## config.mk

```make
export PLATFORM = sky130hd
export DESIGN_NAME = fdiv_sched
export DESIGN_NICKNAME = d
export VERILOG_FILES = /design/src/rtl/fdiv_sched_pkg.sv /design/src/rtl/fdiv_tag_pipe.sv /design/src/rtl/fdiv_sched.sv
export SDC_FILE = /design/constraint.sdc
export NUM_CORES = 1
export LEC_CHECK = 0
export CAP_MARGIN = 20
export CORE_AREA = 2 2 121 111
export DETAILED_ROUTE_END_ITERATION = 12
export DIE_AREA = 0 0 123 113
export PLACE_DENSITY = 0.77
export SLEW_MARGIN = 20
export SYNTH_ARGS = -nofsm -noshare
export SYNTH_HDL_FRONTEND = slang
export SYNTH_SLANG_ARGS = --single-unit
```

## constraint.sdc

```tcl
create_clock -name clk -period 2.1 [get_ports clk]
set_clock_uncertainty 0.2 [all_clocks]
set_input_delay 0.315 -clock clk [delete_from_list [all_inputs] [get_ports clk]]
set_output_delay 0.315 -clock clk [all_outputs]
set_load 0.01 [all_outputs]
```

## src/rtl/fdiv_sched_pkg.sv

```systemverilog
`default_nettype none
// ============================================================================
// fdiv_sched_pkg : shared types and round-robin pick helper for fdiv_sched
// Rev 1.0
// ============================================================================
package fdiv_sched_pkg;

   localparam int unsigned ID_W    = 3;
   localparam int unsigned MAX_REQ = 8;

   typedef logic [31:0] float_t;

   typedef struct packed {
      logic            v;
      logic [ID_W-1:0] id;
      logic            dz;
   } tag_t;

   // First requester with valid set, searching upward from ptr and wrapping at nreq.
   // Result is meaningless when no valid bit is set; callers gate it with |valid.
   function automatic logic [ID_W-1:0] rr_pick(input logic [MAX_REQ-1:0] valid,
                                                input logic [ID_W-1:0]    ptr,
                                                input int                 nreq);
      logic [ID_W-1:0] pick;
      logic            found;
      int              idx;
      pick  = '0;
      found = 1'b0;
      for (int k = 0; k < int'(MAX_REQ); k++) begin
         idx = (int'(ptr) + k) % nreq;
         if (!found && (k < nreq) && valid[3'(idx)]) begin
            pick  = 3'(idx);
            found = 1'b1;
         end
      end
      return pick;
   endfunction

endpackage : fdiv_sched_pkg
`default_nettype wire

```

## src/rtl/fdiv_tag_pipe.sv

```systemverilog
`default_nettype none
// ============================================================================
// fdiv_tag_pipe : fixed-depth tag shift register tracking in-flight fdiv ops
// Rev 1.0
// ============================================================================
module fdiv_tag_pipe
   import fdiv_sched_pkg::*;
#(
   parameter int DEPTH = 8
) (
   input  logic clk,
   input  logic rstn,
   input  tag_t tag_i,
   output tag_t tail_o,
   output logic pre_tail_v_o
);

   tag_t stage_q [DEPTH];

   always_ff @(posedge clk or negedge rstn) begin
      if (!rstn) begin
         for (int s = 0; s < DEPTH; s++) begin
            stage_q[s] <= '0;
         end
      end else begin
         stage_q[0] <= tag_i;
         for (int s = 1; s < DEPTH; s++) begin
            stage_q[s] <= stage_q[s-1];
         end
      end
   end

   assign tail_o       = stage_q[DEPTH-1];
   // One stage ahead of the tail: fdiv_y for this op is valid now.
   assign pre_tail_v_o = stage_q[DEPTH-2].v;

endmodule : fdiv_tag_pipe
`default_nettype wire

```

## src/rtl/fdiv_sched.sv

```systemverilog
`default_nettype none
// ============================================================================
// fdiv_sched : round-robin sharing of one fixed-latency pipelined fdiv unit
// Option macro FDIV_SCHED_DIVZERO_EN enables the divide-by-zero flag path.
// Rev 1.0
// ============================================================================
module fdiv_sched
   import fdiv_sched_pkg::*;
#(
   parameter int NREQ   = 2,
   parameter int NSTAGE = 7
) (
   input  logic                 clk,
   input  logic                 rstn,
   input  logic [NREQ-1:0]      req_valid,
   output logic [NREQ-1:0]      req_ready,
   input  logic [NREQ*32-1:0]   req_x1,
   input  logic [NREQ*32-1:0]   req_x2,
   output logic [NREQ-1:0]      resp_valid,
   output logic [31:0]          resp_y,
   output logic                 resp_dz,
   output logic [31:0]          fdiv_x1,
   output logic [31:0]          fdiv_x2,
   input  logic [31:0]          fdiv_y,
   output logic                 busy
);

   localparam int CNT_W = $clog2(NSTAGE + 2);

`ifdef FDIV_SCHED_DIVZERO_EN
   localparam bit DZ_EN = 1'b1;
`else
   localparam bit DZ_EN = 1'b0;
`endif

   logic [ID_W-1:0]  ptr_q, ptr_d;
   logic [ID_W-1:0]  grant_id;
   logic             issue;
   float_t           x1_sel, x2_sel;
   float_t           fdiv_x1_q, fdiv_x1_d;
   float_t           fdiv_x2_q, fdiv_x2_d;
   float_t           resp_y_q, resp_y_d;
   logic [CNT_W-1:0] cnt_q, cnt_d;
   tag_t             tag_d;
   tag_t             tail;
   logic             pre_tail_v;

   always_comb begin
      grant_id  = rr_pick(8'(req_valid), ptr_q, NREQ);
      issue     = |req_valid;
      req_ready = '0;
      x1_sel    = '0;
      x2_sel    = '0;
      for (int i = 0; i < NREQ; i++) begin
         if (issue && (grant_id == 3'(i))) begin
            req_ready[i] = 1'b1;
            x1_sel       = req_x1[32*i +: 32];
            x2_sel       = req_x2[32*i +: 32];
         end
      end
      ptr_d = ptr_q;
      if (issue) begin
         ptr_d = (grant_id == 3'(NREQ - 1)) ? '0 : grant_id + 3'd1;
      end
   end

   always_comb begin
      tag_d    = '0;
      tag_d.v  = issue;
      tag_d.id = issue ? grant_id : '0;
      tag_d.dz = DZ_EN && issue && (x2_sel[30:23] == 8'd0) && (x1_sel[30:23] != 8'd0);
   end

   always_comb begin
      fdiv_x1_d = fdiv_x1_q;
      fdiv_x2_d = fdiv_x2_q;
      if (issue) begin
         fdiv_x1_d = x1_sel;
         fdiv_x2_d = x2_sel;
      end
      // Capture the quotient on the edge its tag reaches the tail.
      resp_y_d = pre_tail_v ? fdiv_y : resp_y_q;
      unique case ({issue, tail.v})
         2'b10:   cnt_d = cnt_q + CNT_W'(1);
         2'b01:   cnt_d = cnt_q - CNT_W'(1);
         default: cnt_d = cnt_q;
      endcase
   end

   always_ff @(posedge clk or negedge rstn) begin
      if (!rstn) begin
         ptr_q     <= '0;
         fdiv_x1_q <= '0;
         fdiv_x2_q <= '0;
         resp_y_q  <= '0;
         cnt_q     <= '0;
      end else begin
         ptr_q     <= ptr_d;
         fdiv_x1_q <= fdiv_x1_d;
         fdiv_x2_q <= fdiv_x2_d;
         resp_y_q  <= resp_y_d;
         cnt_q     <= cnt_d;
      end
   end

   fdiv_tag_pipe #(
      .DEPTH (NSTAGE + 1)
   ) u_tag_pipe (
      .clk          (clk),
      .rstn         (rstn),
      .tag_i        (tag_d),
      .tail_o       (tail),
      .pre_tail_v_o (pre_tail_v)
   );

   always_comb begin
      resp_valid = '0;
      for (int i = 0; i < NREQ; i++) begin
         resp_valid[i] = tail.v && (tail.id == 3'(i));
      end
   end

   assign resp_dz = DZ_EN && tail.v && tail.dz;
   assign resp_y  = resp_y_q;
   assign fdiv_x1 = fdiv_x1_q;
   assign fdiv_x2 = fdiv_x2_q;
   assign busy    = (cnt_q != '0);

endmodule : fdiv_sched
`default_nettype wire

```

# --- Word-level counts from Yosys, hierarchy flattened ---
# Cells that the tools add are included.
word_totals:
  register_bits: 133
  latch_bits: 0
  ramBits: 0
  romBits: 0
  input_bits: 164
  output_inout_bits: 102
  wordCells: 60
  n_memories: 0
op_classes:
  n_addsub: 4
  n_mul: 0
  n_div: 0
  magnitude_cmp: 2
  n_eq_ne: 4
  shifts: 0
  muxes: 17
  bitwise: 1
  reduce_logical: 11
ops:
  columns: ["cell", "count"]
  rows:
  - ["$mux W32", 4]
  - ["$mux W1", 9]
  - ["$pmux W4 S2", 1]
  - ["$eq A3 B1 Y1 const B", 2]
  - ["$logic_not A3 Y1", 2]
  - ["$mux W3", 2]
  - ["$logic_and A1 B1 Y1", 5]
  - ["$lt A2 B5 Y1 const B", 1]
  - ["$add A4 B1 Y4 const B", 1]
  - ["$lt A1 B4 Y1 const B", 1]
  - ["$reduce_bool A4 Y1", 1]
  - ["$sub A4 B1 Y4 const B", 1]
  - ["$add A1 B1 Y1 const B", 2]
  - ["$bmux W1 S2", 1]
  - ["$eq A2 B1 Y1 const B", 1]
  - ["$eq A2 B2 Y1 const B", 1]
  - ["$reduce_bool A2 Y1", 1]
  - ["$reduce_or A2 Y1", 1]
  - ["$and A1 B1 Y1 const A", 1]
  - ["$logic_not A1 Y1", 1]

# --- Logic depth before layout (Yosys ltp) ---
# Gate-level depths: netlist of the first run.
logic_depth:
  depth_word: 11
  ltp_mapped: 10
  mapped_depth_nobuf: 8

# --- Cells and area by module ---
# A second synthesis of the first run with hierarchy kept.
hier_totals:
  hier_cells: 516
  area_unflattened_um2: 5661.7
modules_own_cells:
  columns: ["mod", "instances", "cells_each", "area_each_um2"]
  rows:
  - ["fdiv_sched", 1, 471, 4623.2]
  - ["fdiv_tag_pipe", 1, 45, 1038.5]

# --- Least setup slack after synthesis of the first run ---
# Ideal clock, no wire load.
synth_timing:
  path_kind: "input to register"
  start: "in req_valid[0]"
  end: "reg cnt_q[2]"
  setup_ns: 0.125
  arrival_ns: 1.869
  t_required_ns: 1.775
  setup_slack_ns: -0.095
  stages: 10
  path_cell_list: "nor2_1 buf_2 buf_2 ha_1 xor2_1 ha_1 a21oi_1 xor2_1 nor2_1 xor2_1"
synth_via:
  elab_chain_cells: 3
synth_rtl:
  columns: ["item", "line", "text"]
  rows:
  - ["start: declaration", "fdiv_sched.sv:15", "input logic [NREQ-1:0] req_valid,"]
  - ["$reduce_or A2 Y1 *", "fdiv_sched.sv:50", "issue = |req_valid;"]
  - ["$eq A2 B1 Y1 or $eq A2 B2 Y1 (tied branches)", "fdiv_sched.sv:83", "unique case ({issue, tail.v})"]
  - ["$pmux W4 S2 or $reduce_bool A2 Y1 (tied branches)", null, null]
  - ["end signal: assignment", "fdiv_sched.sv:102", "cnt_q <= cnt_d;"]
  - ["end: declaration", "fdiv_sched.sv:43", "logic [CNT_W-1:0] cnt_q, cnt_d;"]
# Mark *: on every way between the ends. The rest lies on a longest branch, timed or not.
# A chain may end at the register's enable or synchronous reset.

# --- Worst setup path in the final report of the first run ---
layout_timing:
  start: "reg cnt_q[2]"
  end: "out busy"
layout_via:
  elab_chain_cells: 1
layout_rtl:
  columns: ["item", "line", "text"]
  rows:
  - ["$reduce_bool A4 Y1", "fdiv_sched.sv:127", "assign busy = (cnt_q != '0);"]
  - ["end: declaration", "fdiv_sched.sv:25", "output logic busy"]
# Every way passes these cells.

==> impl_metrics.json, run 1 <==
{
  "status": "finished clean",
  "fmax_mhz": 494,
  "nets": 833,
  "via_per_inst": 4.60,
  "yosys.area.top_type": "dfrtp_1",
  "dieArea_mm2": 0.0139,
  "initial_utilization": 0.386,
  "startpoint_type": "flop",
  "synthMostInstantiatedCell": "dfrtp_1",
  "cp-end-kind": "primary output",
  "wirelength_um": 12500,
  "cts_tree": "yes",
  "antenna_found_initial": 0,
  "die_x_um": 123,
  "crit_required_ns": 1.58,
  "wl_per_cell_um": 14.9,
  "drt_iter0_drc": 156,
  "drc": 0,
  "cts-root-buf": "clkbuf_16",
  "grt_first_pass_wirelength_um": 19700,
  "power_density_mw_per_mm2": 844,
  "ir_worst_vdd_uv": 502,
  "hold_violations": 0,
  "grt_use_total": 0.186,
  "ys_seq_area_frac": 0.602,
  "ioPinCount": 266,
  "worstPathMaxFanout": 5,
  "period_needed_ns": 2.02,
  "worstSetupPathType": "flop to primary output",
  "timing.hold.ws_ns": 0.144,
  "synth_top_area_share": 0.602,
  "grt_pass1_vias": 4062,
  "slew_violations": 0,
  "yosysUniqueCellTypes": 26,
  "ant_nets": 0,
  "p_leak_nw": 3.48,
  "synth_flop_cell": "dfrtp_1",
  "clkTransAtPathRegs_ns": 0.05,
  "synthCells": 397,
  "tightest_slew_ns": 0.556,
  "setup_viol": 0,
  "cts_buffers": 17,
  "fp.dieH_um": 113,
  "tns_ns": 0,
  "clock_latency_ns": 0.40,
  "arrival_ns": 1.51,
  "slew_headroom": 0.629,
  "rsz0062_at_grt": "no",
  "grt_max_degree": 82,
  "placed_cells": 810,
  "drtPass1Iterations": 4,
  "cts_buffer_depth": 2,
  "max-cap-violations": 0,
  "htreeDepth": 4,
  "core_area_mm2": 0.0126,
  "hpwl_um": 9440,
  "pre_cts_slack_ns": -0.227,
  "fin_crit_sh": 0.964,
  "route.vias.total": 3879,
  "diodes": 0,
  "portBuffers": 264,
  "synth_common_cells": "dfrtp_1, mux2i_1, nand2_1",
  "synthesis.nets": 564,
  "synth_area_per_cell_um2": 12.2,
  "cts_setup_buffers": 0,
  "cts_sinks": 117,
  "netlist_top_cells_area": "dfrtp_1, mux2i_1, mux2_2",
  "drive_above_1_share": 0.113,
  "areaGrowthSynthToFinish_pct": 70.5,
  "layout.cells.non_filler": 843,
  "netlist_area_mm2": 0.00486,
  "rows": 39,
  "gp_congestion": 0.717,
  "fin_ws_ns": 0.0754,
  "yosys_warnings": 0,
  "grt-ovfl-total": 0,
  "synth-edff-count": 0,
  "ys_ff_latch": 117,
  "hold_class": "flop to flop",
  "ys_async_sr_fraction": 1.00
}
-- cells in the final DEF (no fill, tap or decap), types with 4 or more instances in the layout --
master	count
xor2_1	4
nor2b_1	4
clkbuf_16	17
buf_4	9
mux2i_1	64
clkinv_2	4
mux2_2	31
dfrtp_1	117
clkdlybuf4s50_1	259
o21ai_1	38
buf_12	4
nand2_1	64
clkbuf_1	4
o21ai_0	27
-- final timing paths --
kind	startpoint	to	slack [ns]	depth (start not counted)
worst max register to register	ptr_q[0]$_DFFE_PN0P_	fdiv_x1[28]$_DFFE_PN0P_	0.24	6
worst min-delay path	u_tag_pipe.stage_q[19]$_DFF_PN0_	u_tag_pipe.stage_q[14]$_DFF_PN0_	0.14	0
worst max-delay path	cnt_q[2]$_DFFE_PN0P_	busy	0.08	2
worst min register to register	u_tag_pipe.stage_q[19]$_DFF_PN0_	u_tag_pipe.stage_q[14]$_DFF_PN0_	0.14	0
min in group asynchronous	rstn	resp_y[10]$_DFFE_PN0P_	0.26	2
max in group asynchronous	rstn	fdiv_x2[16]$_DFFE_PN0P_	0.83	3
-- cell families after synthesis --
family / synth area share
AND/OR/NAND/NOR: 0.0636
XOR/XNOR: 0.00901
flip-flops: 0.602
other: 0.000771
multiplexers: 0.208
AO/OA/AOI/OAI: 0.0721
adder cells (fa/ha/maj): 0.00772
buffers and inverters: 0.0363
-- critical path, cell delays in order, from the launching register on --
cell	delay [ns]
dfrtp_1	0.42
or4_1	0.52
buf_2	0.17
-- flip-flops by register name (all words and copies together), names as in the netlist --
signal,flops
cnt_q,4
fdiv_x1,32
fdiv_x2,32
ptr_q,1
resp_y,32
u_tag_pipe.pre_tail_v_o,1
u_tag_pipe.stage_q,13
u_tag_pipe.tail_o,2
-- cell type report --
cell class | instances | area, um^2
clock buffer | 23 | 468
clock inverter | 9 | 126
fill | 966 | 4300
inverter | 2 | 7.51
multi-input combinational | 251 | 1770
sequential | 117 | 2930
tap | 164 | 205
timing repair buffer | 277 | 2780
-- report_power, final --
part | switching (mW) | internal [mW] | total, mW
clock | 0.954 | 1.92 | 2.87
sequential | 0.152 | 2.52 | 2.67
combinational | 0.563 | 0.884 | 1.45
-- through the flow --
step / power [mW] / cell area [um^2] / util
2_1_floorplan: 3.26 / 4870 / -
3_3_place_gp: 4.13 / 7690 / 0.611
6_report: 6.99 / 8290 / 0.658
3_5_place_dp: 4.19 / 7690 / 0.611
4_1_cts: 7.09 / 8290 / 0.658
5_1_grt: 7.32 / 8290 / 0.658
-- routing by layer --
layer / track usage / vias to the layer above / wire length, um
met1: 0.205 / 1773 / 4810
met4: 0.0811 / 0 / 284
met5: 0 / - / 0
met3: 0.0771 / 20 / 1400
met2: 0.315 / 194 / 6050
li1: - / 1892 / -
-- what timing repair did --
action,in CTS,in global routing
resized for setup,7,2
hold buffers,1,0
hold endpoints to repair,39,0
setup endpoints to repair,3,2
No activity file was read; power rests on OpenSTA's default activity.
==> run 2: changes to the inputs <==
--- a/config.mk
+++ b/config.mk
@@ -6,10 +6,10 @@
 export NUM_CORES = 1
 export LEC_CHECK = 0
 export CAP_MARGIN = 20
-export CORE_AREA = 2 2 121 111
+export CORE_AREA = 2 2 117 108
 export DETAILED_ROUTE_END_ITERATION = 12
-export DIE_AREA = 0 0 123 113
-export PLACE_DENSITY = 0.77
+export DIE_AREA = 0 0 119 110
+export PLACE_DENSITY = 0.81
 export SLEW_MARGIN = 20
 export SYNTH_ARGS = -nofsm -noshare
 export SYNTH_HDL_FRONTEND = slang
==> constraint.sdc (replaced) <==
create_clock -name clk -period 2.6 [get_ports clk]
set_clock_uncertainty 0.2 [all_clocks]
set_input_delay 0.39 -clock clk [delete_from_list [all_inputs] [get_ports clk]]
set_output_delay 0.39 -clock clk [all_outputs]
set_load 0.01 [all_outputs]
==> impl_metrics.json, run 2 (synthesis gave the netlist of run 1 again) <==
{
  "via_per_inst": 4.68,
  "grt_use_met2": 0.364,
  "core_area_mm2": 0.0118,
  "route.vias.total": 3916,
  "fin_crit_sh": 0.947,
  "fp.dieH_um": 110,
  "die_x_um": 119,
  "period_needed_ns": 2.46,
  "gp_congestion": 0.752,
  "nets": 830,
  "dieArea_mm2": 0.0131,
  "power_density_mw_per_mm2": 695,
  "portBuffers": 264,
  "drt_iter0_drc": 129,
  "layout_commonest_cell": "clkdlybuf4s50_1",
  "hold_violations": 0,
  "cts_buffer_depth": 2,
  "slowest_stage": "clkdlybuf4s50_1",
  "grt-busiest-layer": "met2",
  "path_common_cell": "clkdlybuf4s50_1",
  "cp_top_family": "buffers and inverters",
  "clock_latency_ns": 0.41,
  "grt_max_degree": 88,
  "cts_tree": "yes",
  "layout.cells.non_filler": 836,
  "hpwl_um": 9720,
  "ir_worst_vdd_uv": 384,
  "clkTransAtPathRegs_ns": 0.05,
  "crit_required_ns": 2.01,
  "grt_first_pass_wirelength_um": 20400,
  "worstPathMaxFanout": 4,
  "path_cells": "clkdlybuf4s50_1 -> nand2b_1 -> and2_4 -> nor2_1 -> clkdlybuf4s50_1",
  "worstSetupPathType": "primary input to primary output",
  "wl_per_cell_um": 15.3,
  "drtPass1Iterations": 4,
  "max_stage_delay_ns": 0.59,
  "met3_usage": 0.0844,
  "path_buf_inv": 2,
  "areaGrowthSynthToFinish_pct": 69.9,
  "cts_sinks": 117,
  "arrival_ns": 1.87,
  "antenna_found_initial": 0,
  "grt-ovfl-total": 0,
  "tns_ns": 0,
  "cts_buffers": 17,
  "grtUsageMet1": 0.223,
  "slew_violations": 0,
  "setup_viol": 0,
  "htreeDepth": 4,
  "drive_above_1_share": 0.111,
  "diodes": 0,
  "ioPinCount": 266,
  "pre_cts_slack_ns": 0.0873,
  "cts_resized": 0,
  "p_leak_nw": 3.45,
  "hold_class": "flop to flop",
  "cts-root-buf": "clkbuf_16",
  "startpoint_type": "primary input",
  "placed_cells": 803,
  "status": "finished clean",
  "final_cell_mix": "clkdlybuf4s50_1, dfrtp_1, mux2i_1, nand2_1, o21ai_1",
  "cp.depth": 5,
  "nFillCells": 859,
  "slew_headroom": 0.501,
  "max-cap-violations": 0,
  "fmax_mhz": 406,
  "drc": 0,
  "rows": 38,
  "r2r_cells": 5,
  "wirelength_um": 12800,
  "ant_nets": 0,
  "grt_pass1_vias": 4072,
  "cts_setup_buffers": 0,
  "timing.hold.ws_ns": 0.145,
  "grt_use_total": 0.205,
  "tightest_slew_ns": 0.748,
  "whs_path_depth": 0,
  "cp-end-kind": "primary output",
  "fin_ws_ns": 0.137,
  "initial_utilization": 0.411,
  "rsz0062_at_grt": "no"
}
## run 2: cell types whose count changed in the layout (fill, tap and decap cells not counted), moves of 2 or more
cell	delta
clkinvlp_4	+3
buf_12	-3
clkbuf_1	-4
clkdlybuf4s50_1	+4
clkinv_2	-2
clkbuf_8	+2
## run 2: report_power, final
group	switching [mW]	leakage, nW	internal, mW
clock	0.814	0.298	1.61
combinational	0.451	1.77	0.704
sequential	0.133	1.38	2.03
## run 2: stage by stage
stage,instance area [um^2],utilization,power [mW]
finish,8260,0.698,5.74
global route,8260,0.698,5.99
CTS,8260,0.698,5.82
detailed placement,7620,0.644,3.36
global placement,7620,0.644,3.31
floorplan,4860,-,2.63
## run 2: repair_timing
action	4_1_cts	5_1_grt
hold endpoints to repair	37	0
setup endpoints to repair	0	0
hold buffers	1	0
## run 2: worst paths after layout
path,startpoint,slack [ns],end
setup / recovery,req_valid[0],0.14,req_ready[0]
hold / removal,u_tag_pipe.stage_q[34]$_DFF_PN0_,0.15,u_tag_pipe.stage_q[29]$_DFF_PN0_
setup reg to reg,ptr_q[0]$_DFFE_PN0P_,0.65,fdiv_x1[24]$_DFFE_PN0P_
hold reg to reg,u_tag_pipe.stage_q[34]$_DFF_PN0_,0.15,u_tag_pipe.stage_q[29]$_DFF_PN0_
max in group asynchronous,rstn,1.14,fdiv_x2[26]$_DFFE_PN0P_
min in group asynchronous,rstn,0.31,resp_y[4]$_DFFE_PN0P_
## run 2: cell type report
| cell class | count | area (um^2) | share of cell area |
|---|---|---|---|
| multi-input cells | 251 | 1770 | 0.214 |
| inverters | 2 | 7.51 | 0.000909 |
| repair buffers | 274 | 2730 | 0.331 |
| well taps | 160 | 200 | 0.0242 |
| clock inverters | 11 | 148 | 0.0179 |
| flip-flops and latches | 117 | 2930 | 0.354 |
| clock buffers | 21 | 480 | 0.0582 |
## run 2: routing by layer
metal	wire [um]	share of wire
met2	6790	0.53
met4	174	0.014
met3	1080	0.084
met1	4760	0.37
met5	0	0
